`src/rtl/uart_tx_fifo.sv`:
```
// uart_tx_fifo
//   Buffered 8-bit UART transmitter. The host pushes bytes into a small FIFO.
//   The FSM pops them and serialises each one LSB-first as an 8N1 frame, or
//   as an 8O1 frame when UART_TX_PARITY_EN is defined. Every bit lasts
//   exactly BAUD_DIV clock cycles.
//
// Configuration macro
//   UART_TX_PARITY_EN  defined: an odd-parity bit follows data bit 7
//                      (11-bit frame). Undefined: 8N1 (10-bit frame).
//
// Ports
//   clk_i       system clock, rising edge
//   rst_i       synchronous reset, active high
//   wr_i        write strobe
//   wdata_i     byte to transmit
//   rdy_o       FIFO can accept a byte (combinational: ~full & ~rst_i)
//   tx_o        serial line, idle high, registered
//   busy_o      a frame is in progress or the FIFO is non-empty, registered
//   fifo_cnt_o  bytes held in the FIFO (the byte in the shifter is not counted)
//   dbg_state   current FSM state, for observation only
//
// Handshake: a byte is accepted on a rising edge where wr_i & rdy_o. When
// rdy_o is low, wr_i is ignored and the byte is lost. Because rdy_o is
// derived from the stored pointers, a write that arrives in the same cycle
// as a pop while the FIFO is full is also dropped.
module uart_tx_fifo #(
  parameter int BAUD_DIV   = 217,
  parameter int FIFO_DEPTH = 16
) (
  input  logic                        clk_i,
  input  logic                        rst_i,
  input  logic                        wr_i,
  input  logic [7:0]                  wdata_i,
  output logic                        rdy_o,
  output logic                        tx_o,
  output logic                        busy_o,
  output logic [$clog2(FIFO_DEPTH):0] fifo_cnt_o,
  output logic [2:0]                  dbg_state
);

  localparam int AW = $clog2(FIFO_DEPTH);
  localparam int CW = (BAUD_DIV > 1) ? $clog2(BAUD_DIV) : 1;
  localparam logic [CW-1:0] BAUD_LAST = CW'(BAUD_DIV - 1);

  typedef enum logic [2:0] {
    S_IDLE   = 3'd0,
    S_START  = 3'd1,
    S_DATA   = 3'd2,
`ifdef UART_TX_PARITY_EN
    S_PARITY = 3'd3,
`endif
    S_STOP   = 3'd4
  } state_t;

  state_t        state, state_next;
  logic [7:0]    mem [FIFO_DEPTH];
  logic [AW:0]   wr_ptr, rd_ptr;
  logic          full, empty, push, pop;
  logic          nonempty_q;
  logic          start_ok;
  logic [7:0]    head;
  logic [7:0]    shifter, shifter_next;
  logic [CW-1:0] baud_cnt, baud_next;
  logic [2:0]    bit_cnt, bit_next;
  logic          tx_next;
  logic          bit_done;
`ifdef UART_TX_PARITY_EN
  logic          parity_q, parity_next;
`endif

  // The pointers carry one extra wrap bit, so full and empty can be told apart.
  assign full       = (wr_ptr[AW] != rd_ptr[AW]) && (wr_ptr[AW-1:0] == rd_ptr[AW-1:0]);
  assign empty      = (wr_ptr == rd_ptr);
  assign rdy_o      = ~full & ~rst_i;
  assign push       = wr_i & rdy_o;
  assign fifo_cnt_o = wr_ptr - rd_ptr;
  assign head       = mem[rd_ptr[AW-1:0]];
  assign dbg_state  = state;
  assign bit_done   = (baud_cnt == BAUD_LAST);

  // A new frame starts only from the registered non-empty flag. This adds
  // the extra cycle of write-to-start latency. The live empty term keeps a
  // stale flag from ever popping an empty FIFO.
  assign start_ok   = nonempty_q & ~empty;

  always_ff @(posedge clk_i) begin
    if (push) mem[wr_ptr[AW-1:0]] <= wdata_i;
  end

  always_comb begin
    state_next   = state;
    tx_next      = tx_o;
    shifter_next = shifter;
    baud_next    = baud_cnt;
    bit_next     = bit_cnt;
    pop          = 1'b0;
`ifdef UART_TX_PARITY_EN
    parity_next  = parity_q;
`endif
    case (state)
      S_IDLE: begin
        if (start_ok) begin
          pop          = 1'b1;
          shifter_next = head;
`ifdef UART_TX_PARITY_EN
          parity_next  = ~^head;
`endif
          tx_next      = 1'b0;
          baud_next    = '0;
          state_next   = S_START;
        end
      end
      S_START: begin
        if (bit_done) begin
          baud_next  = '0;
          bit_next   = '0;
          tx_next    = shifter[0];
          state_next = S_DATA;
        end else begin
          baud_next = baud_cnt + CW'(1);
        end
      end
      S_DATA: begin
        if (bit_done) begin
          baud_next = '0;
          if (bit_cnt == 3'd7) begin
`ifdef UART_TX_PARITY_EN
            tx_next    = parity_q;
            state_next = S_PARITY;
`else
            tx_next    = 1'b1;
            state_next = S_STOP;
`endif
          end else begin
            // The line always shows shifter[0], so load the next bit now.
            shifter_next = shifter >> 1;
            tx_next      = shifter[1];
            bit_next     = bit_cnt + 3'd1;
          end
        end else begin
          baud_next = baud_cnt + CW'(1);
        end
      end
`ifdef UART_TX_PARITY_EN
      S_PARITY: begin
        if (bit_done) begin
          baud_next  = '0;
          tx_next    = 1'b1;
          state_next = S_STOP;
        end else begin
          baud_next = baud_cnt + CW'(1);
        end
      end
`endif
      S_STOP: begin
        if (bit_done) begin
          baud_next = '0;
          if (start_ok) begin
            // Chain straight into the next start bit, with no idle gap.
            pop          = 1'b1;
            shifter_next = head;
`ifdef UART_TX_PARITY_EN
            parity_next  = ~^head;
`endif
            tx_next      = 1'b0;
            state_next   = S_START;
          end else begin
            tx_next    = 1'b1;
            state_next = S_IDLE;
          end
        end else begin
          baud_next = baud_cnt + CW'(1);
        end
      end
      default: begin
        tx_next    = 1'b1;
        state_next = S_IDLE;
      end
    endcase
  end

  always_ff @(posedge clk_i) begin
    if (rst_i) begin
      state      <= S_IDLE;
      tx_o       <= 1'b1;
      busy_o     <= 1'b0;
      wr_ptr     <= '0;
      rd_ptr     <= '0;
      nonempty_q <= 1'b0;
      shifter    <= '0;
      baud_cnt   <= '0;
      bit_cnt    <= '0;
`ifdef UART_TX_PARITY_EN
      parity_q   <= 1'b0;
`endif
    end else begin
      state      <= state_next;
      tx_o       <= tx_next;
      shifter    <= shifter_next;
      baud_cnt   <= baud_next;
      bit_cnt    <= bit_next;
`ifdef UART_TX_PARITY_EN
      parity_q   <= parity_next;
`endif
      nonempty_q <= ~empty;
      // busy drops one edge after the FSM has returned to IDLE with nothing queued.
      busy_o     <= (state != S_IDLE) || ~empty;
      if (push) wr_ptr <= wr_ptr + (AW+1)'(1);
      if (pop)  rd_ptr <= rd_ptr + (AW+1)'(1);
    end
  end

endmodule

```
`config.mk`:
```
export PLATFORM = sky130hd
export DESIGN_NAME = uart_tx_fifo
export DESIGN_NICKNAME = d
export VERILOG_FILES = /design/src/rtl/uart_tx_fifo.sv
export SDC_FILE = /design/constraint.sdc
export NUM_CORES = 1
export LEC_CHECK = 0
export BUFFER_PORTS_ARGS = -buffer_cell sky130_fd_sc_hd__buf_4
export CORE_MARGIN = 2
export CORE_UTILIZATION = 45
export CTS_BUF_LIST = sky130_fd_sc_hd__clkbuf_4
export DETAILED_ROUTE_END_ITERATION = 8
export PLACE_DENSITY = 0.73
export SYNTH_ARGS = -nofsm -noshare
export SYNTH_HDL_FRONTEND = slang
export SYNTH_SLANG_ARGS = --single-unit
```
`constraint.sdc`:
```
create_clock -name clk_i -period 7.7 [get_ports clk_i]
set_clock_uncertainty 0.1 [all_clocks]
set_input_delay 1.54 -clock clk_i [delete_from_list [all_inputs] [get_ports clk_i]]
set_output_delay 1.54 -clock clk_i [all_outputs]
set_load 0.02 [all_outputs]
```
==> out/metrics.cfg <==
[sta]
fmax_mhz=248.3
fin_crit_sh_pct=52.30
postLayoutSetupSlackWorst_ps=3673
final_max_slew_viol_count=0
rsz0062_at_grt=no
worstMarginPinSlew_ps=1090
final.min_clock_period_ps=4027
finalHoldViolations=0
max_slew_margin_pct=26.76
setup_viol=0
tns_ps=0

[outcome]
status=completed

[final_layout]
final_util_pct=50.55
fillers=1296
layout-drive-gt1-share_pct=16.99
layout.nets=530
area_growth_pct=8.658

[cts]
clk_pin_slew_ps=140
cts_buffers=17
clockBufferDepth=2
h-tree-depth=4
insertion_delay_ps=610
cts_tree=yes
post_cts_resize_count=0
postCtsSetupBuffers=0
postCtsHoldBufs=0
cts.sinks=167
cts-root-buf=clkbuf_4

[placed_design]
place_hpwl_um=9728
portBuffers=21
routabilityCongestion=0.8607
dp_worst_setup_slack_ps=3741

[hold_path]
worstHoldPathType=reg -> reg

[route]
ant_nets=0
routed_wl_um=14530
first_pass_iters=7
via_per_inst=5.773
vias=4214
post_drt_wl_per_cell_um=19.91
drc=0
drt_iter0_markers=334

[yosys]
synth_top_family_by_area=multiplexers
synth.area.top_cells=edfxtp_1 54%, dfxtp_1 11%, mux4_2 7.3%
netlist_area_sq_um=7124
synthArstFlopShare_pct=0
synth-warning-count=0
synth_compound_area_share_pct=7.921
synth-edff-count=128
yosysMostFrequentCell=edfxtp_1
synth-simple-area-share_pct=8.781
synth_xor_xnor_area_share_pct=2.441
ys_seq_area_share_pct=64.91
synth_seq_cells=167
avgSynthCellArea_sq_um=14.57
muxShareOfSynthArea_pct=10.66
synth.largest_area_cell=edfxtp_1
yosysTopAreaCellShare_pct=53.95
synth_cell_type_count=60
netlist_top_cells_count=128 x edfxtp_1, 40 x nor2_1, 39 x dfxtp_1
synth_fp_nets=514
yosys_most_used_dff=edfxtp_1
synth_cells=489
synth_fa_ha_area_share_pct=2.564

[power]
peakVddDrop_uv=134.6
powerDensity_nw_per_um2=214.2
leakagePower_nw=2.429
p_seq_share_pct=59.6
power_frac_clock_pct=32.9
internal_power_mw=1.233
switching_share_pct=25.60
power.share.combinational_pct=7.5
p_switching_mw=0.4245
finalPower_mw=1.658

[critical_path]
critPathCaptureType=output port
cp_max_fo=5
path_class=reg -> out
cp.arrival_ps=2390
crit_required_ps=6060
start_kind=flop

[grt]
grt_pass1_vias=4072
grt_max_degree=43
overflow=0
grt_first_pass_wirelength_um=23070
grt_antenna_before_repair=1
grt_util_all_layers_pct=18.85

[die]
die_area_sq_um=16850
initial_core_util_pct=46.52
die_w_um=129.8
io_pins=22
die_h_um=129.8
fp.coreArea_sq_um=15310
rows=45

[run]
cap_violations=0

per-stage QoR:
step / cells / hold slack [ps] / area [sq um]
after floorplan: 489 / 335.6 / 7124
after global placement: 697 / 347.2 / 7428
after detailed placement: 697 / 351.7 / 7428
after CTS: 729 / 371.7 / 7739
after global routing: 730 / 416.3 / 7741
final: 730 / 368.7 / 7741
final timing paths:
check                                              from                       to  slack (ps)  cells after the start
worst max-delay path             wr_ptr[0]$_SDFFE_PP0P_            fifo_cnt_o[4]        3670                      8
worst min-delay path            bit_cnt[2]$_SDFFE_PP0P_  bit_cnt[2]$_SDFFE_PP0P_         370                      2
worst max register to register   wr_ptr[3]$_SDFFE_PP0P_      mem[2][7]$_DFFE_PP_        4600                      5
worst min register to register  bit_cnt[2]$_SDFFE_PP0P_  bit_cnt[2]$_SDFFE_PP0P_         370                      2
power groups by stage:
stage               logic [mW]  registers (mW)  clock network [mW]
floorplan               0.0818            1.01                   0
global placement         0.122            1.01                   0
detailed placement       0.125            1.01                   0
CTS                      0.125           0.988               0.556
global route             0.135           0.990               0.590
finish                   0.124           0.988               0.546
layout make-up:
class                   count  area (sq um)  area share (%)
multi-input cells         280          2306           29.79
well taps                 211         264.0           3.410
inverters                  16         60.06          0.7758
clock buffers              17         127.6           1.649
clock inverters            15         182.7           2.360
diodes                      1         2.502         0.03233
repair buffers             23         172.7           2.230
flip-flops and latches    167          4626           59.75
cells by family after synthesis:
| group | Yosys count |
|---|---|
| AO/OA/AOI/OAI | 77 |
| buffers and inverters | 42 |
| adder cells (fa/ha/maj) | 14 |
| multiplexers | 47 |
| AND/OR/NAND/NOR | 123 |
| XOR/XNOR | 19 |
| flip-flops | 167 |
layout by cell type, fill, tap and decap left out, drive strengths merged, types with 5 or more instances in the layout:
cell type / count
mux4: 23
inv: 23
nor4: 8
nor3: 13
nor2: 40
nand2: 22
o31ai: 6
nand3: 11
buf: 23
clkbuf: 17
o21ai: 14
edfxtp: 128
a221oi: 10
clkinv: 5
mux2i: 23
o211ai: 7
dfxtp: 39
nand4: 6
a21oi: 14
xnor2: 16
ha: 13
critical path, stage by stage (launching register included):
cell and delay [ps]:
dfxtp_1 450, inv_1 120, ha_1 240, fa_1 400, inv_1 80, a21o_1 110, a21oi_1 70, xnor2_1 140
buf_4 160
sequential cells by signal (all words and copies together), names as in the netlist, named ones only:
signal and flops:
nonempty_q 1, wr_ptr 5, dbg_state 3, baud_cnt 8
shifter 8, rd_ptr 5, busy_o 1, bit_cnt 3
tx_o 1, mem 128
metal layers:
layer | share of wire [%] | vias to the layer above | global-route usage [%]
met5 | 0 | - | 0
met4 | 1.8 | 0 | 7.400
met3 | 6.4 | 27 | 4.879
met2 | 48 | 153 | 29.81
met1 | 44 | 2107 | 25.19
li1 | - | 1927 | -
No activity file was read; power rests on OpenSTA's default activity.
